File: src/rtl/ball_track_ctrl.sv
// ============================================================================
// Module   : ball_track_ctrl
// Purpose  : Frame-level sequencer and tracker for the green-ball detector.
//            Optional prediction output enabled by BALL_TRACK_PREDICT_EN.
// Revision : 1.0 - initial release
// ============================================================================
`default_nettype none

module ball_track_ctrl #(
  parameter int COLS          = 40,
  parameter int ROWS          = 30,
  parameter int MIN_COUNT     = 8,
  parameter int SETTLE_FRAMES = 2,
  parameter int LOST_FRAMES   = 4
) (
  input  logic        CLK,
  input  logic        RST_N,
  input  logic        START,
  input  logic        STOP,
  input  logic        VGA_VS,
  input  logic        BALL_VALID,
  input  logic [5:0]  BALL_X,
  input  logic [4:0]  BALL_Y,
  input  logic [7:0]  BALL_COUNT,
  output logic        DET_ENABLE,
  output logic        TRACK_VALID,
  output logic        LOST,
  output logic [5:0]  POS_X,
  output logic [4:0]  POS_Y,
  output logic [6:0]  VEL_X,
  output logic [5:0]  VEL_Y,
  output logic [5:0]  PRED_X,
  output logic [4:0]  PRED_Y,
  output logic [15:0] FRAME_CNT,
  output logic [2:0]  STATE
);

  localparam int c_settle_w = $clog2(SETTLE_FRAMES + 1);
  localparam int c_miss_w   = $clog2(LOST_FRAMES + 1);

  typedef enum logic [2:0] {
    ST_IDLE   = 3'd0,
    ST_SETTLE = 3'd1,
    ST_SEARCH = 3'd2,
    ST_TRACK  = 3'd3,
    ST_LOST   = 3'd4
  } state_t;

  state_t                r_state;
  logic                  r_vs_d;
  logic                  r_det_enable;
  logic                  r_track_valid;
  logic                  r_lost;
  logic [5:0]            r_pos_x;
  logic [4:0]            r_pos_y;
  logic [6:0]            r_vel_x;
  logic [5:0]            r_vel_y;
  logic [15:0]           r_frame_cnt;
  logic [c_settle_w-1:0] r_settle_cnt;
  logic [c_miss_w-1:0]   r_miss_cnt;
  logic                  r_got_valid;

  logic                  w_fs;
  logic                  w_accept;
  logic                  w_run_state;

  assign w_fs        = r_vs_d & ~VGA_VS;
  assign w_accept    = BALL_VALID && (BALL_COUNT >= 8'(MIN_COUNT)) &&
                       (BALL_X < 6'(COLS)) && (BALL_Y < 5'(ROWS));
  assign w_run_state = (r_state == ST_SETTLE) || (r_state == ST_SEARCH) ||
                       (r_state == ST_TRACK);

  always_ff @(posedge CLK) begin
    if (!RST_N) begin
      r_state       <= ST_IDLE;
      r_vs_d        <= 1'b1;
      r_det_enable  <= 1'b0;
      r_track_valid <= 1'b0;
      r_lost        <= 1'b0;
      r_pos_x       <= '0;
      r_pos_y       <= '0;
      r_vel_x       <= '0;
      r_vel_y       <= '0;
      r_frame_cnt   <= '0;
      r_settle_cnt  <= '0;
      r_miss_cnt    <= '0;
      r_got_valid   <= 1'b0;
    end else begin
      r_vs_d <= VGA_VS;
      r_lost <= 1'b0;

      // Enable only moves on a frame boundary so the detector never sees a partial frame
      if (w_fs) begin
        r_det_enable <= w_run_state;
        if (r_state != ST_IDLE) begin
          r_frame_cnt <= r_frame_cnt + 16'd1;
        end
      end

      if ((r_state != ST_IDLE) && STOP) begin
        r_state       <= ST_IDLE;
        r_track_valid <= 1'b0;
      end else begin
        case (r_state)
          ST_IDLE: begin
            if (START && !STOP) begin
              r_state      <= ST_SETTLE;
              r_settle_cnt <= '0;
              r_frame_cnt  <= '0;
              r_miss_cnt   <= '0;
              r_got_valid  <= 1'b0;
            end
          end

          ST_SETTLE: begin
            if (w_fs) begin
              r_settle_cnt <= r_settle_cnt + 1'b1;
              if (r_settle_cnt + 1'b1 == c_settle_w'(SETTLE_FRAMES)) begin
                r_state <= ST_SEARCH;
              end
            end
          end

          ST_SEARCH: begin
            if (w_accept) begin
              r_pos_x       <= BALL_X;
              r_pos_y       <= BALL_Y;
              r_vel_x       <= '0;
              r_vel_y       <= '0;
              r_track_valid <= 1'b1;
              r_miss_cnt    <= '0;
              r_got_valid   <= 1'b0;
              r_state       <= ST_TRACK;
            end
          end

          ST_TRACK: begin
            if (w_accept) begin
              r_vel_x     <= {1'b0, BALL_X} - {1'b0, r_pos_x};
              r_vel_y     <= {1'b0, BALL_Y} - {1'b0, r_pos_y};
              r_pos_x     <= BALL_X;
              r_pos_y     <= BALL_Y;
              r_got_valid <= 1'b1;
              r_miss_cnt  <= '0;
            end
            // A result arriving on the fs cycle still belongs to the closing frame
            if (w_fs) begin
              if (!(r_got_valid || w_accept)) begin
                r_miss_cnt <= r_miss_cnt + 1'b1;
                if (r_miss_cnt + 1'b1 == c_miss_w'(LOST_FRAMES)) begin
                  r_state       <= ST_LOST;
                  r_lost        <= 1'b1;
                  r_track_valid <= 1'b0;
                  r_vel_x       <= '0;
                  r_vel_y       <= '0;
                end
              end else begin
                r_got_valid <= 1'b0;
              end
            end
          end

          ST_LOST: begin
            r_state    <= ST_SEARCH;
            r_miss_cnt <= '0;
          end

          default: begin
            r_state <= ST_IDLE;
          end
        endcase
      end
    end
  end

`ifdef BALL_TRACK_PREDICT_EN
  logic signed [7:0] w_sum_x;
  logic signed [6:0] w_sum_y;
  logic [5:0]        w_clamp_x;
  logic [4:0]        w_clamp_y;
  logic [5:0]        r_pred_x;
  logic [4:0]        r_pred_y;

  assign w_sum_x = $signed({2'b00, r_pos_x}) + $signed({r_vel_x[6], r_vel_x});
  assign w_sum_y = $signed({2'b00, r_pos_y}) + $signed({r_vel_y[5], r_vel_y});

  always_comb begin
    w_clamp_x = w_sum_x[5:0];
    w_clamp_y = w_sum_y[4:0];
    if (w_sum_x[7]) begin
      w_clamp_x = '0;
    end else if (w_sum_x[6:0] > 7'(COLS - 1)) begin
      w_clamp_x = 6'(COLS - 1);
    end
    if (w_sum_y[6]) begin
      w_clamp_y = '0;
    end else if (w_sum_y[5:0] > 6'(ROWS - 1)) begin
      w_clamp_y = 5'(ROWS - 1);
    end
  end

  always_ff @(posedge CLK) begin
    if (!RST_N) begin
      r_pred_x <= '0;
      r_pred_y <= '0;
    end else begin
      r_pred_x <= r_track_valid ? w_clamp_x : 6'd0;
      r_pred_y <= r_track_valid ? w_clamp_y : 5'd0;
    end
  end

  assign PRED_X = r_pred_x;
  assign PRED_Y = r_pred_y;
`else
  assign PRED_X = r_pos_x;
  assign PRED_Y = r_pos_y;
`endif

  assign DET_ENABLE  = r_det_enable;
  assign TRACK_VALID = r_track_valid;
  assign LOST        = r_lost;
  assign POS_X       = r_pos_x;
  assign POS_Y       = r_pos_y;
  assign VEL_X       = r_vel_x;
  assign VEL_Y       = r_vel_y;
  assign FRAME_CNT   = r_frame_cnt;
  assign STATE       = r_state;

endmodule

`default_nettype wire

File: config.mk
export PLATFORM = sky130hd
export DESIGN_NAME = ball_track_ctrl
export DESIGN_NICKNAME = d
export VERILOG_FILES = /design/src/rtl/ball_track_ctrl.sv
export SDC_FILE = /design/constraint.sdc
export NUM_CORES = 1
export LEC_CHECK = 0
export BUFFER_PORTS_ARGS = -buffer_cell sky130_fd_sc_hd__buf_2
export CAP_MARGIN = 20
export CORE_MARGIN = 3
export CORE_UTILIZATION = 49
export CTS_BUF_LIST = sky130_fd_sc_hd__clkbuf_4
export CTS_CLUSTER_DIAMETER = 100
export DETAILED_ROUTE_END_ITERATION = 7
export PLACE_DENSITY_LB_ADDON = 0.1
export SLEW_MARGIN = 20
export SYNTH_ARGS = -nofsm -noshare
export SYNTH_HDL_FRONTEND = slang
export SYNTH_SLANG_ARGS = --single-unit
File: constraint.sdc
create_clock -name CLK -period 1.8 [get_ports CLK]
set_clock_uncertainty 0.1 [all_clocks]
set_input_delay 0.36 -clock CLK [delete_from_list [all_inputs] [get_ports CLK]]
set_output_delay 0.36 -clock CLK [all_outputs]
set_load 0.1 [all_outputs]
# Word level (Yosys, flattened, before mapping)
# Cells that the tools add are included.
[word_totals]
register_bits = 53
inputBits = 25
out_inout_bits = 57
[classes]
addsub = 5
order_cmp = 3
eq_ne = 13
mux = 45
n_bitwise = 6
n_reduce_logical = 25
[op_table]
columns = ["op", "count"]
rows = [
  ["2-to-1 mux 16 bit", 5],
  ["2-to-1 mux 7 bit", 5],
  ["2-to-1 mux 3 bit", 11],
  ["2-to-1 mux 6 bit", 5],
  ["adder 16 x 1 -> 16 bit (second input constant)", 1],
  ["case mux 3 bit (5 select lines)", 1],
  ["case mux 7 bit (2 select lines)", 1],
  ["case mux 3 bit (4 select lines)", 1],
  ["case mux 6 bit (2 select lines)", 1],
  ["2-to-1 mux 1 bit", 10],
  ["inequality test 2 bit (second input constant)", 5],
  ["AND reduction 3 bit", 3],
  ["greater-or-equal comparator 8 x 4 -> 1 bit (second input constant)", 1],
  ["AND reduction 4 bit", 2],
  ["AND reduction 7 bit", 1],
  ["subtractor 6 x 6 -> 7 bit", 1],
  ["== test 3 x 2 -> 1 bit (second input constant)", 2],
  ["== test 3 bit (second input constant)", 2],
  ["< comparator 6 bit (second input constant)", 1],
  ["nonzero test 3 bit", 2],
  ["subtractor 5 x 5 -> 6 bit", 1],
  ["logical AND 1 bit", 5],
  ["< comparator 5 bit (second input constant)", 1],
  ["inverter 1 bit", 5],
  ["other kinds (18)", 24],
]

# Longest topological paths before layout
# Gate-level depths: netlist of run 1.
[depth]
word_depth = 9
ltp_mapped = 9

# Worst setup path after synthesis of run 1
# Ideal clock, no wire load.
[synth_timing]
path_type = "flip-flop to flip-flop"
from = "register r_pos_x[0], in the netlist POS_X[0]"
to = "register r_vel_x[4], in the netlist VEL_X[4]"
setup_time_ps = 120
arrival_ps = 2328
t_required_ps = 1580
path_slack_ps = -748
stages_incl_launch_ff = 9
n_path_buf = 0
cell_sequence = "dfxtp_1 ha_1 inv_1 fa_1 a211oi_1 nor2_1 xor2_1 o21ai_1 a21oi_1"
[synth_between]
elab_chain_cells = 6
[synth_rtl]
columns = ["item", "line", "text"]
rows = [
  ["start: declaration", "54", "logic [5:0] r_pos_x;"],
  ["start signal: assignment", "80", "r_pos_x <= '0;"],
  ["start signal: assignment", "126", "r_pos_x <= BALL_X;"],
  ["start signal: assignment", "141", "r_pos_x <= BALL_X;"],
  ["subtractor 6 x 6 -> 7 bit *", "139", "r_vel_x <= {1'b0, BALL_X} - {1'b0, r_pos_x};"],
  ["2-to-1 mux 7 bit *", "138", "if (w_accept) begin"],
  ["2-to-1 mux 7 bit", "150", "if (r_miss_cnt + 1'b1 == c_miss_w'(LOST_FRAMES)) begin"],
  ["2-to-1 mux 7 bit", "148", "if (!(r_got_valid || w_accept)) begin"],
  ["2-to-1 mux 7 bit *", "147", "if (w_fs) begin"],
  ["case mux 7 bit (2 select lines) *", "104", "case (r_state)"],
  ["end signal: assignment", "139", ""],
  ["end: declaration", "56", "logic [6:0] r_vel_x;"],
]
# Every way passes the cells marked *; elsewhere a longest branch is shown, timed or not.
# A chain may end at the register's enable or synchronous reset.

# Final worst setup path of run 1
[layout_timing]
from = "register r_state[2], in the netlist STATE[2]"
to = "register r_frame_cnt[8], in the netlist FRAME_CNT[8]"
[layout_between]
elab_chain_cells = 6
[layout_rtl]
columns = ["item", "line", "text"]
rows = [
  ["start: declaration", "49", "state_t r_state;"],
  ["start signal: assignment", "75", "r_state <= ST_IDLE;"],
  ["start signal: assignment", "101", "r_state <= ST_IDLE;"],
  ["start signal: assignment", "107", "r_state <= ST_SETTLE;"],
  ["nonzero test 3 bit", "95, 100", ""],
  ["2-to-1 mux 16 bit", "95", "if (r_state != ST_IDLE) begin"],
  ["2-to-1 mux 16 bit", "93", "if (w_fs) begin"],
  ["2-to-1 mux 16 bit", "106", "if (START && !STOP) begin"],
  ["2-to-1 mux 16 bit", "104", ""],
  ["2-to-1 mux 16 bit *", "100", "if ((r_state != ST_IDLE) && STOP) begin"],
  ["end signal: assignment", "96", "r_frame_cnt <= r_frame_cnt + 16'd1;"],
  ["end: declaration", "58", "logic [15:0] r_frame_cnt;"],
]
# Marked as above.

==> impl_metrics.sql, run 1 <==
INSERT INTO impl_metrics (metric_group, metric, value, unit) VALUES
('status', 'run_status', 'finished with violations', ''),
('status', 'violations', 'negative setup slack', ''),
('grt', 'grt_start_max_net_pins', '23', ''),
('timing', 'highest_clock_rate', '0.538', 'GHz'),
('timing', 'final_period_minus_worst_setup_slack', '1860', 'ps'),
('route', 'vias', '2963', ''),
('grt', 'grt-ovfl-total', '0', ''),
('cells_and_area', 'n_fill_cell', '483', ''),
('timing', 'rsz_0062_raised_after_global_routing', 'yes', ''),
('floorplanning', 'core_area', '5710', 'sq um'),
('route', 'vias_per_cell', '5.38', ''),
('worst_setup_path', 'crit_type', 'register to register', ''),
('power_and_ir_drop', 'finalPower', '3.79', 'mW'),
('timing', 'hold_viol_final', '0', ''),
('timing', 'timing_worst_slew_pin_value', '510', 'ps'),
('timing', 'finalSetupViolations', '6', ''),
('power_and_ir_drop', 'power.leakage', '1.79', 'nW'),
('clock_network', 'cts_sinks', '53', ''),
('yosys', 'post_synth_inst_count', '360', ''),
('floorplanning', 'die_w', '84.4', 'microns'),
('placed_design', 'place_hpwl', '5690', 'microns'),
('cells_and_area', 'syn_to_final_growth', '39.0', '%'),
('timing', 'worst_slew_margin_rel', '65.9', '%'),
('worst_setup_path', 'timing.critical_path.cells', 'buf_6 -> or3_4 -> nand4_1 -> or4_4 -> a21oi_2', ''),
('yosys', 'asyncSetResetFlopFracSynth', '0', '%'),
('clock_network', 'holdBufCountCts', '0', ''),
('route', 'drt_iter0_markers', '208', ''),
('worst_setup_path', 'crit_path_required_time', '2010', 'ps'),
('route', 'remaining_drc_errors', '0', ''),
('min_path', 'worstHoldPathCells', '3', ''),
('cells_and_area', 'final_layout_size_suffix_gt1_share', '45.7', '%'),
('cells_and_area', 'antenna_cells', '0', ''),
('worst_setup_path', 'timing.critical_path.to_type', 'register', ''),
('yosys', 'synth.cell_area', '3010', 'sq um'),
('floorplanning', 'die-height', '84.4', 'microns'),
('min_path', 'hp-class', 'primary input to register', ''),
('yosys', 'post_synth_edffs', '0', ''),
('clock_network', 'cts.clk_slew.worst_paths', '160', 'ps'),
('yosys', 'ys_types', '57', ''),
('clock_network', 'clk_path_buf_depth', '2', ''),
('floorplanning', 'fp.dieArea', '7130', 'sq um'),
('clock_network', 'cts-buffers-inserted', '5', ''),
('route', 'postRouteWirelength', '7990', 'microns'),
('route', 'dr.pass1.iters', '4', ''),
('cells_and_area', 'utilization', '73.4', '%'),
('worst_setup_path', 'crit_slowest_cell', 'or4_4', ''),
('grt', 'antenna_found_initial', '0', ''),
('grt', 'grt_pass1_wl', '13100', 'microns'),
('yosys', 'synthesis.area_per_instance', '8.37', 'sq um'),
('placed_design', 'dpl_cell_area', '3860', 'sq um'),
('timing', 'final-max-slew-violation-count', '0', ''),
('power_and_ir_drop', 'power.density', '904', 'nW/um^2'),
('cells_and_area', 'post-route-cell-area', '4190', 'sq um'),
('route', 'wl_per_cell', '14.5', 'microns'),
('worst_setup_path', 'worst-endpoint-arrival', '2070', 'ps'),
('yosys', 'synth_seq_area_share', '35.2', '%'),
('route', 'antenna_violating_nets_post_route', '0', ''),
('clock_network', 'cts_htree_levels', '2', ''),
('job', 'cap_viol_max_count', '0', ''),
('clock_network', 'cts.root.buffer_cell', 'clkbuf_4', ''),
('worst_setup_path', 'timing.reg2reg.setup_slack', '-60', 'ps'),
('clock_network', 'cts_tree', 'done', ''),
('min_path', 'hold-path-endpoint', 'POS_X[0]', ''),
('timing', 'postLayoutSetupSlackWorst', '-59.6', 'ps'),
('floorplanning', 'initial_core_util', '52.8', '%'),
('worst_setup_path', 'max_stage_delay', '620', 'ps'),
('worst_setup_path', 'worstPathMaxFanout', '6', ''),
('grt', 'number_of_global_route_vias_before_repair', '2843', ''),
('cells_and_area', 'finish.cell_count_without_fillers', '551', ''),
('placed_design', 'post-place-cells', '531', ''),
('worst_setup_path', 'regToRegStartpoint', 'STATE[2]', '');
==> worst max-delay path by stage <==
stage	startpoint	endpoint	slack [ps]	depth (start not counted)
after global routing	STATE[2]	FRAME_CNT[8]	-150	5
after global placement	BALL_X[3]	STATE[1]	-470	6
after floorplan	BALL_COUNT[6]	r_miss_cnt[0]	-150	5
final	STATE[2]	FRAME_CNT[8]	-60	5
after detailed placement	BALL_X[3]	STATE[0]	-500	6
after CTS	STATE[2]	FRAME_CNT[11]	2	6
==> routing by layer <==
metal / part of all wire (%) / wire [microns] / track usage, %
met5: 0 / 0 / 0
met4: 0.98 / 78 / 3.88
met3: 3.8 / 305 / 4.12
met2: 51 / 4100 / 39.4
met1: 44 / 3500 / 27.3
==> cell families (layout without fill, tap and decap cells) <==
group	after synthesis	in the layout	synth area share, %
DFF	53	53	35.2
and+or+nand+nor	117	118	20.8
AOI/OAI and AO/OA	97	97	19.6
adders and majority gates	17	17	7.56
xor gates and xnor gates	12	12	3.49
buffers and inverters	49	167	8.22
muxes	15	15	5.11
==> sequential cells by signal, indices dropped and copies added (netlist names) <==
signal        cells
FRAME_CNT        16
VEL_X             7
POS_X             6
VEL_Y             6
POS_Y             5
STATE             3
r_miss_cnt        3
r_settle_cnt      2
DET_ENABLE        1
LOST              1
TRACK_VALID       1
r_got_valid       1
r_vs_d            1
==> critical path, delay by kind of cell, from the launching register on <==
kind	cells	cell delay (ps)
AND/OR/NAND/NOR	3	1040
AO/OA/AOI/OAI	1	130
flip-flops	1	430
buffers and inverters	1	110
==> metrics by stage <==
step                TNS [ps]  setup slack [ps]
global route           -1800              -154
detailed placement    -13930              -502
finish                  -166             -59.6
global placement      -13300              -474
CTS                        0              2.25
floorplan              -2150              -151
==> cells in the final DEF, fill, tap and decap left out, types with 3 or more instances in the layout <==
cell type / instances
inv_1: 19
ha_1: 12
ha_4: 3
o211ai_1: 3
buf_6: 6
or3_1: 5
or4_4: 3
clkbuf_4: 5
dfxtp_1: 22
nand2_1: 17
dfxtp_2: 13
nand2b_1: 7
a21oi_2: 6
nor3_1: 6
a21o_1: 3
nand3_1: 7
nand2_2: 3
a21oi_1: 29
o22ai_1: 3
mux2i_1: 12
o21ai_1: 27
nand4_1: 5
nor2_4: 3
xor2_1: 6
and3_1: 4
dfxtp_4: 18
buf_2: 75
nor4_1: 3
buf_4: 55
xnor2_1: 5
nor2b_1: 4
o21ai_0: 8
nor2_1: 30
==> synthesized netlist by cell type, drive strengths merged, types with 7 or more instances <==
cell type | count | share of area (%)
ha | 15 | 6.2
nor2 | 33 | 4.4
nand2 | 21 | 2.7
mux2i | 12 | 4.0
nor3 | 8 | 1.7
xor2 | 7 | 2.0
nand2b | 7 | 1.5
or3 | 7 | 1.5
buf | 18 | 4.4
o21ai | 36 | 6.4
clkbuf | 10 | 1.2
nand3 | 8 | 1.3
dfxtp | 53 | 35
inv | 21 | 2.6
a21oi | 35 | 5.9
==> report_power, final <==
part / switching (mW) / internal (mW) / leakage, nW
combinational: 1.25 / 0.701 / 1.31
sequential: 0.0765 / 1.24 / 0.448
clock: 0.374 / 0.143 / 0.0300
==> final cells by class <==
| class | count | area [sq um] | share of cell area [%] |
|---|---|---|---|
| clock inverters | 3 | 12.5 | 0.299 |
| flip-flops and latches | 53 | 1140 | 27.3 |
| clock buffers | 5 | 37.5 | 0.896 |
| inverters | 21 | 78.8 | 1.88 |
| multi-input cells | 259 | 1930 | 46.1 |
| well taps | 72 | 90.1 | 2.15 |
| repair buffers | 138 | 896 | 21.4 |
==> timing repair <==
item | 4_1_cts | 5_1_grt
buffers inserted | 6 | 5
endpoints found under the hold margin | 0 | 0
cloned | 1 | 0
setup endpoints to repair | 44 | 30
resized for setup | 14 | 32
pin swaps | 9 | 18
(Power assumes the default switching activity.)
==> run 2, diff against run 1 <==
--- a/config.mk
+++ b/config.mk
@@ -13,6 +13,7 @@
 export CTS_CLUSTER_DIAMETER = 100
 export DETAILED_ROUTE_END_ITERATION = 7
 export PLACE_DENSITY_LB_ADDON = 0.1
+export REMOVE_ABC_BUFFERS = 1
 export SLEW_MARGIN = 20
 export SYNTH_ARGS = -nofsm -noshare
 export SYNTH_HDL_FRONTEND = slang
==> run 2 against run 1 <==
- final cell count rose by 2.4%
- clock power rose by 4.4%
- sequential cell count did not move
- the flow still finishes with violations (negative setup slack)
- worst setup slack improved by 11 ps
- highest routed layer unchanged
==> impl_metrics.sql, run 2 (synthesis gave the netlist of run 1 again) <==
INSERT INTO impl_metrics (metric_group, metric, value, unit) VALUES
('timing', 'postLayoutSetupSlackWorst', '-48.3', 'ps'),
('clock_network', 'cts_sinks', '53', ''),
('timing', 'timing_worst_slew_pin_value', '499', 'ps'),
('route', 'wl_per_cell', '14.2', 'microns'),
('worst_setup_path', 'timing.critical_path.to_type', 'register', ''),
('worst_setup_path', 'crit_slowest_cell', 'fa_2', ''),
('clock_network', 'clk_path_buf_depth', '2', ''),
('power_and_ir_drop', 'switching_power', '1.74', 'mW'),
('timing', 'highest_clock_rate', '0.541', 'GHz'),
('route', 'vias', '3036', ''),
('placed_design', 'number_of_port_buffers', '78', ''),
('timing', 'hold_viol_final', '0', ''),
('floorplanning', 'fp.dieArea', '7130', 'sq um'),
('floorplanning', 'core.rowCount', '27', ''),
('cells_and_area', 'antenna_cells', '0', ''),
('cells_and_area', 'multiInputGateArea', '1910', 'sq um'),
('cells_and_area', 'sequential_cell_area', '1080', 'sq um'),
('grt', 'grt_start_max_net_pins', '17', ''),
('route', 'vias_per_cell', '5.38', ''),
('timing', 'finalSetupViolations', '2', ''),
('worst_setup_path', 'critical-path-top-delay-family', 'adder cells', ''),
('status', 'violations', 'negative setup slack', ''),
('min_path', 'worstHoldStart', 'VGA_VS', ''),
('floorplanning', 'die-height', '84.4', 'microns'),
('timing', 'final_period_minus_worst_setup_slack', '1850', 'ps'),
('clock_network', 'cts_htree_levels', '2', ''),
('route', 'drt_iter0_markers', '109', ''),
('power_and_ir_drop', 'power.density', '928', 'nW/um^2'),
('power_and_ir_drop', 'share_seq_of_total_power', '32.9', '%'),
('cells_and_area', 'finish.cell_count_without_fillers', '564', ''),
('power_and_ir_drop', 'pwr-share-comb', '53.5', '%'),
('grt', 'grtUsageTotal', '21.5', '%'),
('grt', 'grt.met1_usage', '26.9', '%'),
('floorplanning', 'initial_core_util', '52.8', '%'),
('floorplanning', 'core_area', '5710', 'sq um'),
('worst_setup_path', 'crit_path_required_time', '1980', 'ps'),
('power_and_ir_drop', 'cellInternalPower', '2.22', 'mW'),
('worst_setup_path', 'setup_crit_start', 'POS_X[0]', ''),
('worst_setup_path', 'cp-start-kind', 'register', ''),
('grt', 'groute.layer.met2.usage', '37.9', '%'),
('power_and_ir_drop', 'clock_power_share', '13.6', '%'),
('power_and_ir_drop', 'irDropWorstVdd', '1080', 'uV'),
('clock_network', 'cts.clk_slew.worst_paths', '160', 'ps'),
('grt', 'antenna_found_initial', '0', ''),
('cells_and_area', 'nNetsFinal', '533', ''),
('power_and_ir_drop', 'switching_part_of_the_total', '43.9', '%'),
('worst_setup_path', 'crit_type', 'register to register', ''),
('grt', 'grt_pass1_wl', '12900', 'microns'),
('route', 'remaining_drc_errors', '0', ''),
('worst_setup_path', 'timing.critical_path.cells', 'ha_4 -> inv_2 -> fa_2 -> a211oi_2 -> nor2_1 -> xor2_1 -> o21ai_1 -> a21oi_1', ''),
('placed_design', 'place_hpwl', '5670', 'microns'),
('clock_network', 'cts_tree', 'done', ''),
('placed_design', 'place.gp.congestion', '0.835', ''),
('placed_design', 'post-place-cells', '544', ''),
('floorplanning', 'ios', '82', ''),
('clock_network', 'cts-buffers-inserted', '5', ''),
('status', 'run_status', 'finished with violations', ''),
('job', 'cap_viol_max_count', '0', ''),
('clock_network', 'clock_insertion_delay_worst_skew', '370', 'ps'),
('cells_and_area', 'largest_register_ff_count', '16', ''),
('power_and_ir_drop', 'power.leakage', '1.89', 'nW'),
('cells_and_area', 'final_common_cell', 'buf_2', ''),
('route', 'antenna_violating_nets_post_route', '0', ''),
('grt', 'number_of_global_route_vias_before_repair', '2894', ''),
('worst_setup_path', 'max_stage_delay', '400', 'ps'),
('worst_setup_path', 'cp_num_buf_inv', '1', ''),
('cells_and_area', 'final_layout_size_suffix_gt1_share', '44.7', '%'),
('grt', 'grt-ovfl-total', '0', ''),
('worst_setup_path', 'regToRegStartpoint', 'POS_X[0]', ''),
('route', 'dr.pass1.iters', '4', ''),
('timing', 'worst_slew_margin_rel', '66.9', '%'),
('timing', 'rsz_0062_raised_after_global_routing', 'yes', ''),
('min_path', 'hp-class', 'primary input to register', ''),
('cells_and_area', 'n_fill_cell', '419', ''),
('timing', 'min_period_over_period', '103', '%'),
('grt', 'busiest_layer', 'met2', ''),
('placed_design', 'dp_worst_setup_slack', '-401', 'ps'),
('worst_setup_path', 'worst-endpoint-arrival', '2030', 'ps'),
('route', 'postRouteWirelength', '8000', 'microns'),
('floorplanning', 'die_w', '84.4', 'microns'),
('clock_network', 'cts.root.buffer_cell', 'clkbuf_4', ''),
('cells_and_area', 'syn_to_final_growth', '41.7', '%'),
('timing', 'final-max-slew-violation-count', '0', ''),
('cells_and_area', 'layout.cells.most_common_list', '71 x buf_2, 63 x buf_4, 38 x dfxtp_1', ''),
('worst_setup_path', 'worstPathMaxFanout', '2', ''),
('grt', 'groute.layer.met3.usage', '4.02', '%');
run 2: cell types whose count changed in the layout (fill, tap and decap cells not counted), moves of 3 or more:
cell      delta
a21oi_1      +4
dfxtp_4     -18
dfxtp_1     +16
a21oi_2      -4
clkbuf_4     +5
buf_2        -4
buf_4        +8
buf_12       +3
run 2: stage by stage:
stage	hold slack [ps]	instance area [sq um]	util (%)	total power, mW	TNS [ps]
after floorplan	332	2840	-	2.44	-44770
after global placement	344	3850	67.4	3.14	-12710
after detailed placement	349	3860	67.7	3.16	-9000
after CTS	89.0	4030	70.6	3.81	-61.7
after global routing	112	4270	74.8	4.19	-368
final	128	4270	74.8	3.96	-53.5
run 2: worst paths after layout:
| kind | end | slack, ps | cells after the start |
|---|---|---|---|
| max | VEL_X[4] | -50 | 8 |
| max reg2reg | VEL_X[4] | -50 | 8 |
| min | r_vs_d | 130 | 2 |
| min reg2reg | r_settle_cnt[1] | 370 | 2 |
run 2: power by group through the flow:
stage | clock network [mW] | logic (mW) | registers (mW)
after global placement | 0 | 1.82 | 1.32
after detailed placement | 0 | 1.84 | 1.32
final | 0.540 | 2.12 | 1.30
after CTS | 0.561 | 1.96 | 1.30
after global routing | 0.624 | 2.25 | 1.31
after floorplan | 0 | 0.586 | 1.86
run 2: routing by layer:
metal  vias to the layer above  routed length, microns
li1                       1522                       -
met1                      1408                    3450
met2                        96                    3980
met3                        10                     481
met4                         0                      95
met5                         -                       0
run 2: area by class of cell:
class                           count  share of cell area (%)
Clock buffer                        5                   0.879
Clock inverter                      3                   0.410
Inverter                           21                    1.85
Multi-Input combinational cell    258                    44.7
Sequential cell                    53                    25.3
Tap cell                           72                    2.11
Timing Repair Buffer              152                    24.8
run 2: timing repair:
action / CTS / global route
hold buffers: 0 / 0
gates resized for setup: 20 / 55
setup buffers: 6 / 6
cloned: 0 / 1
pin swaps: 6 / 23
setup endpoints to repair: 32 / 32
